`config.mk`:
```
export PLATFORM = sky130hd
export DESIGN_NAME = ov5640_init_sequencer
export DESIGN_NICKNAME = d
export VERILOG_FILES = /design/src/rtl/ov5640_init_pkg.sv /design/src/rtl/ov5640_wait_timer.sv /design/src/rtl/ov5640_init_sequencer.sv
export SDC_FILE = /design/constraint.sdc
export NUM_CORES = 1
export LEC_CHECK = 0
export CAP_MARGIN = 20
export CORE_ASPECT_RATIO = 2
export CORE_MARGIN = 3
export CORE_UTILIZATION = 53
export DETAILED_ROUTE_END_ITERATION = 8
export PLACE_DENSITY = 0.83
export SLEW_MARGIN = 40
export SYNTH_ARGS = -nofsm -noshare
export SYNTH_HDL_FRONTEND = slang
export SYNTH_HIERARCHICAL = 1
export SYNTH_SLANG_ARGS = --single-unit
```
`constraint.sdc`:
```
create_clock -name clk -period 3 [get_ports clk]
set_input_delay 0.3 -clock clk [delete_from_list [all_inputs] [get_ports clk]]
set_output_delay 0.3 -clock clk [all_outputs]
set_load 0.02 [all_outputs]
```
`src/rtl/ov5640_init_pkg.sv`:
```
// ov5640_init_pkg: shared state encoding, table entry layout and retry limit
package ov5640_init_pkg;
    typedef enum logic [2:0] {IDLE, PWR_WAIT, FETCH, LOAD, ISSUE, WAIT, DONE, FAIL} state_t;
    localparam int REG_ADDR_MSB = 23;
    localparam int REG_ADDR_LSB = 8;
    localparam int REG_DATA_MSB = 7;
    localparam int REG_DATA_LSB = 0;
    localparam int RETRY_LIMIT  = 3;
endpackage

```
`src/rtl/ov5640_wait_timer.sv`:
```
// ov5640_wait_timer: loadable down-counter; expire is high in the load-th cycle after start
module ov5640_wait_timer #(
    parameter int W = 20
) (
    input  logic         clk,
    input  logic         rst_n,
    input  logic         start,
    input  logic [W-1:0] load,
    output logic         expire
);
    logic [W-1:0] cnt;
    logic         run;

    // a load of 0 behaves like 1, so the counter never wraps
    assign expire = run && (cnt <= W'(1));

    always_ff @(posedge clk or negedge rst_n) begin
        if (!rst_n) begin
            cnt <= '0;
            run <= 1'b0;
        end else if (start) begin
            cnt <= load;
            run <= 1'b1;
        end else if (expire) begin
            run <= 1'b0;
        end else if (run) begin
            cnt <= cnt - 1'b1;
        end
    end
endmodule

```
`src/rtl/ov5640_init_sequencer.sv`:
```
// ov5640_init_sequencer: walks a register table and issues SCCB writes with power-up/reset waits
// Define OV5640_INIT_RETRY_EN to retry a NACKed entry up to RETRY_LIMIT times before failing.
module ov5640_init_sequencer
    import ov5640_init_pkg::*;
#(
    parameter int TABLE_LEN    = 252,
    parameter int ADDR_WIDTH   = 8,
    parameter int PWR_WAIT_CYC = 1_000_000,
    parameter int RST_WAIT_CYC = 250_000,
    parameter int RST_IDX      = 1
) (
    input  logic                  clk,
    input  logic                  rst_n,
    input  logic                  start,
    output logic [ADDR_WIDTH-1:0] rom_addr,
    input  logic [23:0]           rom_q,
    output logic                  wr_req,
    output logic [15:0]           wr_addr,
    output logic [7:0]            wr_data,
    input  logic                  wr_ack,
    input  logic                  wr_err,
    output logic                  busy,
    output logic                  done,
    output logic                  err,
    output logic [ADDR_WIDTH-1:0] idx
);
    localparam int MAX_WAIT = (PWR_WAIT_CYC > RST_WAIT_CYC) ? PWR_WAIT_CYC : RST_WAIT_CYC;
    localparam int CW       = (MAX_WAIT < 1) ? 1 : $clog2(MAX_WAIT + 1);

    state_t          state;
    logic            go, ack_ok, rst_hit, last, tmr_start, tmr_exp;
    logic [CW-1:0]   tmr_load;
`ifdef OV5640_INIT_RETRY_EN
    logic [1:0]      retry;
`endif

    assign go        = start && (state == IDLE || state == DONE || state == FAIL);
    assign ack_ok    = (state == ISSUE) && wr_ack && !wr_err;
    assign rst_hit   = idx == ADDR_WIDTH'(RST_IDX);
    assign last      = idx == ADDR_WIDTH'(TABLE_LEN - 1);
    assign tmr_start = go || (ack_ok && rst_hit);
    assign tmr_load  = go ? CW'(PWR_WAIT_CYC) : CW'(RST_WAIT_CYC);

    ov5640_wait_timer #(.W(CW)) u_timer (
        .clk    (clk),
        .rst_n  (rst_n),
        .start  (tmr_start),
        .load   (tmr_load),
        .expire (tmr_exp)
    );

    always_ff @(posedge clk or negedge rst_n) begin
        if (!rst_n) begin
            state    <= IDLE;
            idx      <= '0;
            rom_addr <= '0;
            wr_addr  <= '0;
            wr_data  <= '0;
            wr_req   <= 1'b0;
            busy     <= 1'b0;
            done     <= 1'b0;
            err      <= 1'b0;
`ifdef OV5640_INIT_RETRY_EN
            retry    <= '0;
`endif
        end else begin
            case (state)
                IDLE, DONE, FAIL: if (go) begin
                    state <= PWR_WAIT;
                    idx   <= '0;
                    busy  <= 1'b1;
                    done  <= 1'b0;
                    err   <= 1'b0;
`ifdef OV5640_INIT_RETRY_EN
                    retry <= '0;
`endif
                end
                PWR_WAIT: if (tmr_exp) begin
                    state    <= FETCH;
                    rom_addr <= idx;
                end
                FETCH: state <= LOAD;
                LOAD: begin
                    wr_addr <= rom_q[REG_ADDR_MSB:REG_ADDR_LSB];
                    wr_data <= rom_q[REG_DATA_MSB:REG_DATA_LSB];
                    wr_req  <= 1'b1;
                    state   <= ISSUE;
                end
                ISSUE: if (wr_err) begin
                    wr_req <= 1'b0;
`ifdef OV5640_INIT_RETRY_EN
                    if (retry < 2'(RETRY_LIMIT)) begin
                        retry <= retry + 1'b1;
                        state <= FETCH;
                    end else begin
                        state <= FAIL;
                        err   <= 1'b1;
                        busy  <= 1'b0;
                    end
`else
                    state <= FAIL;
                    err   <= 1'b1;
                    busy  <= 1'b0;
`endif
                end else if (wr_ack) begin
                    wr_req <= 1'b0;
`ifdef OV5640_INIT_RETRY_EN
                    retry  <= '0;
`endif
                    if (rst_hit) state <= WAIT;
                    else if (last) begin
                        state <= DONE;
                        done  <= 1'b1;
                        busy  <= 1'b0;
                    end else begin
                        idx      <= idx + 1'b1;
                        rom_addr <= idx + 1'b1;
                        state    <= FETCH;
                    end
                end
                WAIT: if (tmr_exp) begin
                    if (last) begin
                        state <= DONE;
                        done  <= 1'b1;
                        busy  <= 1'b0;
                    end else begin
                        idx      <= idx + 1'b1;
                        rom_addr <= idx + 1'b1;
                        state    <= FETCH;
                    end
                end
                default: state <= IDLE;
            endcase
        end
    end
endmodule

```
* Word-level counts from Yosys, hierarchy flattened *
Index checks and enable logic that the tools add are counted.

operators by class
  add/sub/neg operators = 2
  order comparisons = 1
  equality and inequality tests = 19
  muxes and demuxes = 47
  reduce and logical (&&, ||, !) cells = 24

operators by type and width
  cell                   number
  $mux 8                 12
  $mux 20                4
  $pmux 8 s3             2
  $mux 3                 7
  $le 20x1->1 const B    1
  $sub 20x1->20 const B  1
  $pmux 3 s6             1
  $mux 1                 17
  $ne 2x2->1 const B     8
  $eq 3x3->1 const B     4
  $reduce_and 6->1       2
  $add 8x1->8 const B    1
  $eq 8x1->1 const B     1
  $eq 8x8->1 const B     1
  $reduce_bool 2->1      4
  $eq 3x2->1 const B     2
  $ne 3x3->1 const B     2
  $pmux 1 s3             2
  $reduce_bool 3->1      2
  $logic_and 1x1->1      5
  $reduce_and 5->1       1
  $pmux 1 s2             2
  $reduce_and 2->1       2
  $reduce_and 4->1       1
  other kinds (6)        8

word-level totals
  register bits = 68
  bits of input ports = 29
  output and inout port bits = 44

* Logic depth before layout (Yosys ltp) *
Gate-level depths: netlist of the first run.

  depth in word-level cells = 7
  gate-level depth with buffers = 10
  mapped depth without buffers = 9

* By module *
The synthesis of the first run kept the hierarchy.

modules (own cells, without submodules)
  module                 instances  cells an instance  area an instance (µm²)  seq. area each (µm²)
  ov5640_init_sequencer  1          223                2561.2                  1176.1
  ov5640_wait_timer      1          142                1325.0                  525.5

* Least setup slack after synthesis of the first run *
OpenSTA, ideal clock, no wires.

  kind = flip-flop to flip-flop
  start point = reg u_timer.cnt[6]
  end point = reg idx[0]
  arrival = 2.379 ns
  data required time = 2.872 ns
  slack = 0.493 ns
  cell stages (with the launch flop) = 9
  period minus slack after synthesis = 2.507 ns
  path through = dfrtp_1 > nor4_4 > o211ai_4 > nor4_1 > nand3b_1 > o2111ai_1 > o2bb2ai_4 > a21oi_1 > mux2_1

between the ends
  cells in the longest elaborated chain, start to end = 4

ends and longest elaborated chain
  element                            line                          text
  from (decl)                        ov5640_wait_timer.sv:11       logic [W-1:0] cnt;
  from (signal assigned)             ov5640_wait_timer.sv:22       cnt <= load;
  from (signal assigned)             ov5640_wait_timer.sv:27       cnt <= cnt - 1'b1;
  $le 20x1->1                        ov5640_wait_timer.sv:15       assign expire = run && (cnt <= W'(1));
  $logic_and 1x1->1                  ov5640_wait_timer.sv:15
  net tmr_exp                        ov5640_init_sequencer.sv:31   logic go, ack_ok, rst_hit, last, tmr_start, tmr_exp;
  $ne 2x2->1 (no source line)        n/a
  $reduce_and 6->1 (no source line)  n/a
  to (signal assigned)               ov5640_init_sequencer.sv:116  idx <= idx + 1'b1;
  to (signal assigned)               ov5640_init_sequencer.sv:127  idx <= idx + 1'b1;
  to (decl)                          ov5640_init_sequencer.sv:25   output logic [ADDR_WIDTH-1:0] idx

The timed path passes the listed nets, and every way through them passes these cells.
A chain may end at the register's enable or synchronous reset.

* Final worst setup path of the first run *
  start point = reg u_timer.cnt[8]
  end point = reg idx[0]

Same word-level chain as after synthesis.

==> reports/results.tsv, run 1 <==
metric	value	unit
netlist_instances	365	
fin_tns_setup	0	ns
pwr-share-seq	41.3	%
synth-main-ff-cell	dfrtp_1	
synth_top_area_share	43.8	%
fin_total_pwr	2960	µW
num_rows	43	
clk-insertion-delay-late	0.34	ns
r2r_start	u_timer/cnt[8]	
drtPass1Iterations	4	
crit_path_max_fanout	16	
power_density	587	nW/µm²
fin_skew	0.00672	ns
htree_levels	3	
yosysTopAreaCell	dfrtp_1	
post_cts_resize_count	0	
dp_slack	0.339	ns
drt_iter0_drc	133	
syn_to_final_growth	29.9	%
async_reset_ff_share	100	%
die_area	8460	µm²
wl	9.34	mm
worstSetupPathType	flip-flop to flip-flop	
critPathRequiredTime	3.21	ns
synth_area_leaders	dfrtp_1 (44%), mux2_1 (7.2%), nand2_1 (3.8%)	
synth_edf_count	0	
grt_pass1_vias	3279	
yosysMostFrequentCell	dfrtp_1	
ant_nets	0	
drc	0	
min_from	busy	
clk_path_buf_depth	2	
netlist_top_cells_count	dfrtp_1 (68), nand2_1 (39), mux2_1 (25)	
fin_crit_sh	90.9	%
synth.avg_cell_area	10.6	µm²
grt_first_pass_wirelength	15.4	mm
ys_seq_elements	68	
via_per_inst	5.73	
reg2regPathDepth	8	
grtUsageTotal	24.0	%
seq_area	1700	µm²
yosysUniqueCellTypes	71	
vdd_drop_max	0.398	mV
die-height	127	µm
start_util	55.1	%
finalInstanceArea	5050	µm²
synth_warnings	6	
fillers	505	
worstMarginPinSlew	0.625	ns
leakagePower	0.00211	µW
clk_pin_slew_worst_paths	0.06	ns
cts_root_buf	clkbuf_16	
final_nets	489	
r2r_setup_slack	0.27	ns
r2r-end	idx[0]	
fmaxAchievable	367	MHz
cts_buffers	9	
ys_seq_area_share	43.8	%
combPwrFrac	22.7	%
cts_tree	built	
io_buffers	72	
avgRoutedWirePerCell	17.0	µm
antenna_found_initial	0	
status	complete, no violations	
min_path_cells	1	
multiInputGateArea	2040	µm²
ioPinCount	73	
min_path_type	flip-flop to flip-flop	
diodes	0	
finalSetupViolations	0	
internal_power	2010	µW
hpwl	6.97	mm
slew_headroom	58.2	%
dieWidth	66.6	µm
swShare	32.0	%
post-route-util	71.6	%
core_area	7050	µm²
routabilityCongestion	0.902	
grt.overflow.total	0	
drive_gt1_share	13.1	%
cap_violations	0	
clock_power_share	36.0	%
startpoint_type	flip-flop	
fin_crit	2.73	ns
synth_area	3890	µm²
switchingPower	949	µW
drv_slew	0	
hold_viol_final	0	
dpl-instance-area	4740	µm²
endpoint_kind	flip-flop	
holdPathEnd	busy	
rsz0062_at_grt	no	
grt_max_degree	41	
cts.sinks	68	
fin_ws	0.274	ns
crit_arrival	2.94	ns
vias	3144	
-- worst max-delay path, stage by stage (launching register included) --
cell       delay [ns]
dfrtp_1          0.42
nor4_2           0.45
nand2_1          0.13
nor4_1           0.40
nand3b_1         0.17
o2111ai_1        0.19
o2bb2ai_4        0.26
a21oi_1          0.21
mux2_1           0.36
-- power by group through the flow --
stage	Clock, µW	Combinational, µW	Sequential (µW)
after global routing	1130	739	1250
after floorplan	0	408	1230
after CTS	1080	673	1220
final	1070	673	1220
after detailed placement	0	667	1240
after global placement	0	635	1220
-- sequential cells by signal, indices dropped and copies added, names as in the netlist --
| register | count |
|---|---|
| wr_data | 8 |
| done | 1 |
| wr_addr | 16 |
| u_timer/cnt | 20 |
| err | 1 |
| idx | 8 |
| u_timer/run | 1 |
| busy | 1 |
| wr_req | 1 |
| rom_addr | 8 |
| state | 3 |
-- cell usage in the layout, fill, tap and decap left out, types with 3 or more instances in the layout --
cell type        instances
clkdlybuf4s50_1         71
dfrtp_1                 68
nand2_1                 39
mux2_1                  25
nor2_1                  19
o21ai_0                 18
nor3_1                  14
buf_4                   14
xor2_1                  13
conb_1                  12
inv_1                   11
a21oi_1                  9
clkbuf_16                9
o21ai_1                  8
xnor2_1                  8
mux2_4                   7
ha_1                     6
o2111ai_1                5
nand2b_1                 5
and3_1                   5
a211o_1                  5
nand3_1                  4
a211oi_1                 4
o211ai_1                 4
nand3b_1                 3
o21bai_1                 3
o31ai_1                  3
a31oi_1                  3
mux2i_1                  3
clkinvlp_4               3
o31a_1                   3
-- logic make-up (layout without fill, tap and decap cells) --
logic type | Yosys count | after routing | synth area share [%]
other | 2 | 12 | 0.193
XOR/XNOR | 21 | 21 | 4.73
AO/OA/AOI/OAI | 83 | 83 | 16.0
multiplexers | 35 | 35 | 10.7
buffers and inverters | 32 | 116 | 5.05
adder cells (fa/ha/maj) | 6 | 6 | 1.93
AND/OR/NAND/NOR | 118 | 118 | 17.5
flip-flops | 68 | 68 | 43.8
-- area by class of cell --
cell class / count / share of cell area (%)
well taps: 90 / 2.23
inverters: 12 / 0.892
repair buffers: 88 / 16.9
multi-input cells: 275 / 40.4
flip-flops and latches: 68 / 33.7
clock inverters: 7 / 1.49
clock buffers: 9 / 4.46
-- timing repair --
| item | 4_1_cts | 5_1_grt |
|---|---|---|
| hold buffers | 1 | 0 |
| setup buffers | 0 | 0 |
| endpoints found under the hold margin | 28 | 0 |
-- routing by layer --
metal / GRT usage (%) / vias to the layer above / share of wire [%]
li1: - / 1484 / -
met1: 24.4 / 1526 / 35
met2: 43.2 / 104 / 56
met3: 4.31 / 30 / 4.4
met4: 15.0 / 0 / 4.9
met5: 0 / - / 0
-- how the worst max path moves through the flow --
stage                         from     end  slack, ns  cells past startpoint
finish              u_timer/cnt[8]  idx[0]       0.27                      8
global route        u_timer/cnt[8]  idx[0]       0.19                      8
CTS                 u_timer/cnt[8]  idx[0]       0.30                      8
detailed placement  u_timer/cnt[8]  idx[0]       0.34                      8
global placement    u_timer/cnt[8]  idx[0]       0.44                      8
floorplan           u_timer/cnt[6]  idx[0]       0.49                      8
-- per-stage QoR --
stage                     hold WS [ns]  cells
after floorplan                0.00441    375
after global placement           0.471    531
after detailed placement         0.328    532
after CTS                        0.486    549
after global routing             0.500    549
final                            0.484    549
Note: power is estimated with default switching activity, not from simulation.
==> inputs of run 2 (changes only) <==
clock period = 2.7 ns   (was 3 ns; I/O delays follow)
==> reports/results.tsv, run 2 (same netlist as run 1, synthesis figures left out) <==
metric	value	unit	change
grt_max_degree	27		-34%
ant_nets	0		unchanged
clk_path_buf_depth	2		unchanged
r2r_setup_slack	0.13	ns	-0.14 ns
start_util	55.1	%	unchanged
critPathRequiredTime	2.91	ns	-0.30 ns
grt_pass1_vias	3391		+3.4%
drt_iter0_drc	212		+59%
drc	0		unchanged
num_rows	43		unchanged
routabilityCongestion	0.941		+4.3%
cts_tree	built		
internal_power	2260	µW	+12%
drtPass1Iterations	5		+1
fin_crit	2.57	ns	-0.161 ns
min_path_type	primary input to async pin		
htree_levels	3		unchanged
cts_buffers	9		unchanged
crit_family	simple AND/OR/NAND/NOR gates		
grtUsageTotal	25.8	%	+1.8 points
clk-insertion-delay-late	0.34	ns	about the same
crit_path_max_fanout	7		-9
startpoint_type	flip-flop		
leakagePower	0.00213	µW	+0.93%
hold_viol_final	0		unchanged
grt_first_pass_wirelength	16.4	mm	+6.4%
swShare	32.4	%	+0.40 points
die-height	127	µm	unchanged
holdWs	0.415	ns	-0.0693 ns
grt.overflow.total	0		unchanged
ioPinCount	73		unchanged
power_density	658	nW/µm²	+12%
cts.sinks	68		unchanged
drive_gt1_share	14.0	%	+0.97 points
final_nets	493		+0.82%
avgRoutedWirePerCell	18.1	µm	+6.5%
cts_root_buf	clkbuf_16		
cp_cell_sequence	nor3_1 > nand2_1 > nor4_2 > buf_4 > nand3b_1 > o2111ai_2 > o2bb2ai_4 > a21oi_1 > mux2_1		
endpoint_kind	flip-flop		
finalSetupViolations	0		unchanged
vdd_drop_max	0.406	mV	+2.0%
syn_to_final_growth	30.7	%	
wl	10.0	mm	+7.3%
core_area	7050	µm²	unchanged
slew_headroom	60.8	%	+2.6 points
status	complete, no violations		
worstMarginPinSlew	0.584	ns	-0.0415 ns
worstSetupPathType	flip-flop to flip-flop		
max_stage_delay	0.42	ns	-0.03 ns
pwr-share-seq	41.4	%	about the same
via_per_inst	5.80		+1.3%
fin_crit_sh	95.0	%	+4.1 points
crit_path_top_delay_cell	dfrtp_1		
clock_power_share	35.7	%	-0.3 points
die_area	8460	µm²	unchanged
crit_arrival	2.78	ns	-0.16 ns
fin_skew	0.00575	ns	-0.000963 ns
diodes	0		unchanged
clk_pin_slew_worst_paths	0.06	ns	about the same
cp_num_buf_inv	1		+1
largest-register	u_timer/cnt		
antenna_found_initial	0		unchanged
switchingPower	1080	µW	+14%
reg_top3	u_timer/cnt: 20 flops, wr_addr: 16 flops		
vias	3208		+2.0%
largest_reg_flops	20		unchanged
hpwl	7.09	mm	+1.6%
cts_setup_buffers	0		unchanged
post-route-util	72.1	%	+0.44 points
dieWidth	66.6	µm	unchanged
mostFrequentLayoutCells	clkdlybuf4s50_1 (71), dfrtp_1 (68), nand2_1 (39), mux2_1 (25)		
final_common_cell	clkdlybuf4s50_1		
cap_violations	0		unchanged
combPwrFrac	22.9	%	+0.2 points
io_buffers	72		unchanged
drv_slew	0		unchanged
fmaxAchievable	390	MHz	+6.3%
run 2: what timing repair did:
action,4_1_cts,5_1_grt
endpoints found under the hold margin,19,0
endpoints found under the setup margin,0,2
hold buffers,1,0
gates resized for setup,0,3
run 2: worst paths after layout:
| path | endpoint | cells past startpoint | from |
|---|---|---|---|
| setup / recovery | idx[0] | 9 | u_timer/cnt[13] |
| hold / removal | wr_data[1] | 2 | rst_n |
| setup reg to reg | idx[0] | 9 | u_timer/cnt[13] |
| hold reg to reg | wr_addr[6] | 1 | wr_addr[6] |
| max in group asynchronous | u_timer/run | 3 | rst_n |
| min in group clk | wr_addr[6] | 1 | wr_addr[6] |
run 2: cell type report:
type                    count  area (µm²)
inverters                  12        45.0
multi-input cells         275        2050
clock buffers               9         225
well taps                  90         113
clock inverters             7        76.3
flip-flops and latches     68        1700
repair buffers             92         868
fillers                   495        1970
run 2: power by group through the flow:
| stage | Clock [µW] | Combinational, µW | Sequential, µW |
|---|---|---|---|
| 5_1_grt | 1270 | 839 | 1400 |
| 4_1_cts | 1210 | 755 | 1360 |
| 6_report | 1190 | 767 | 1380 |
| 3_3_place_gp | 0 | 721 | 1360 |
| 3_5_place_dp | 0 | 747 | 1380 |
| 2_1_floorplan | 0 | 453 | 1360 |
run 2: routing by layer:
layer / vias to the layer above / track usage, % / wire [µm] / part of all wire [%]
met1: 1586 / 25.1 / 3370 / 34
met2: 100 / 49.2 / 5910 / 59
met4: 0 / 13.4 / 376 / 3.8
met5: - / 0 / 0 / 0
li1: 1490 / - / - / -
met3: 32 / 4.22 / 359 / 3.6
run 2: metrics by stage:
step	setup TNS, ns	std cells	worst slack, ns	power (µW)	instance area [µm²]
after detailed placement	0	536	0.163	2130	4750
after floorplan	0	375	0.193	1810	3920
after global placement	0	536	0.250	2080	4750
final	0	553	0.134	3340	5080
after global routing	-0.0727	553	-0.0406	3510	5080
after CTS	0	553	0.141	3320	5060
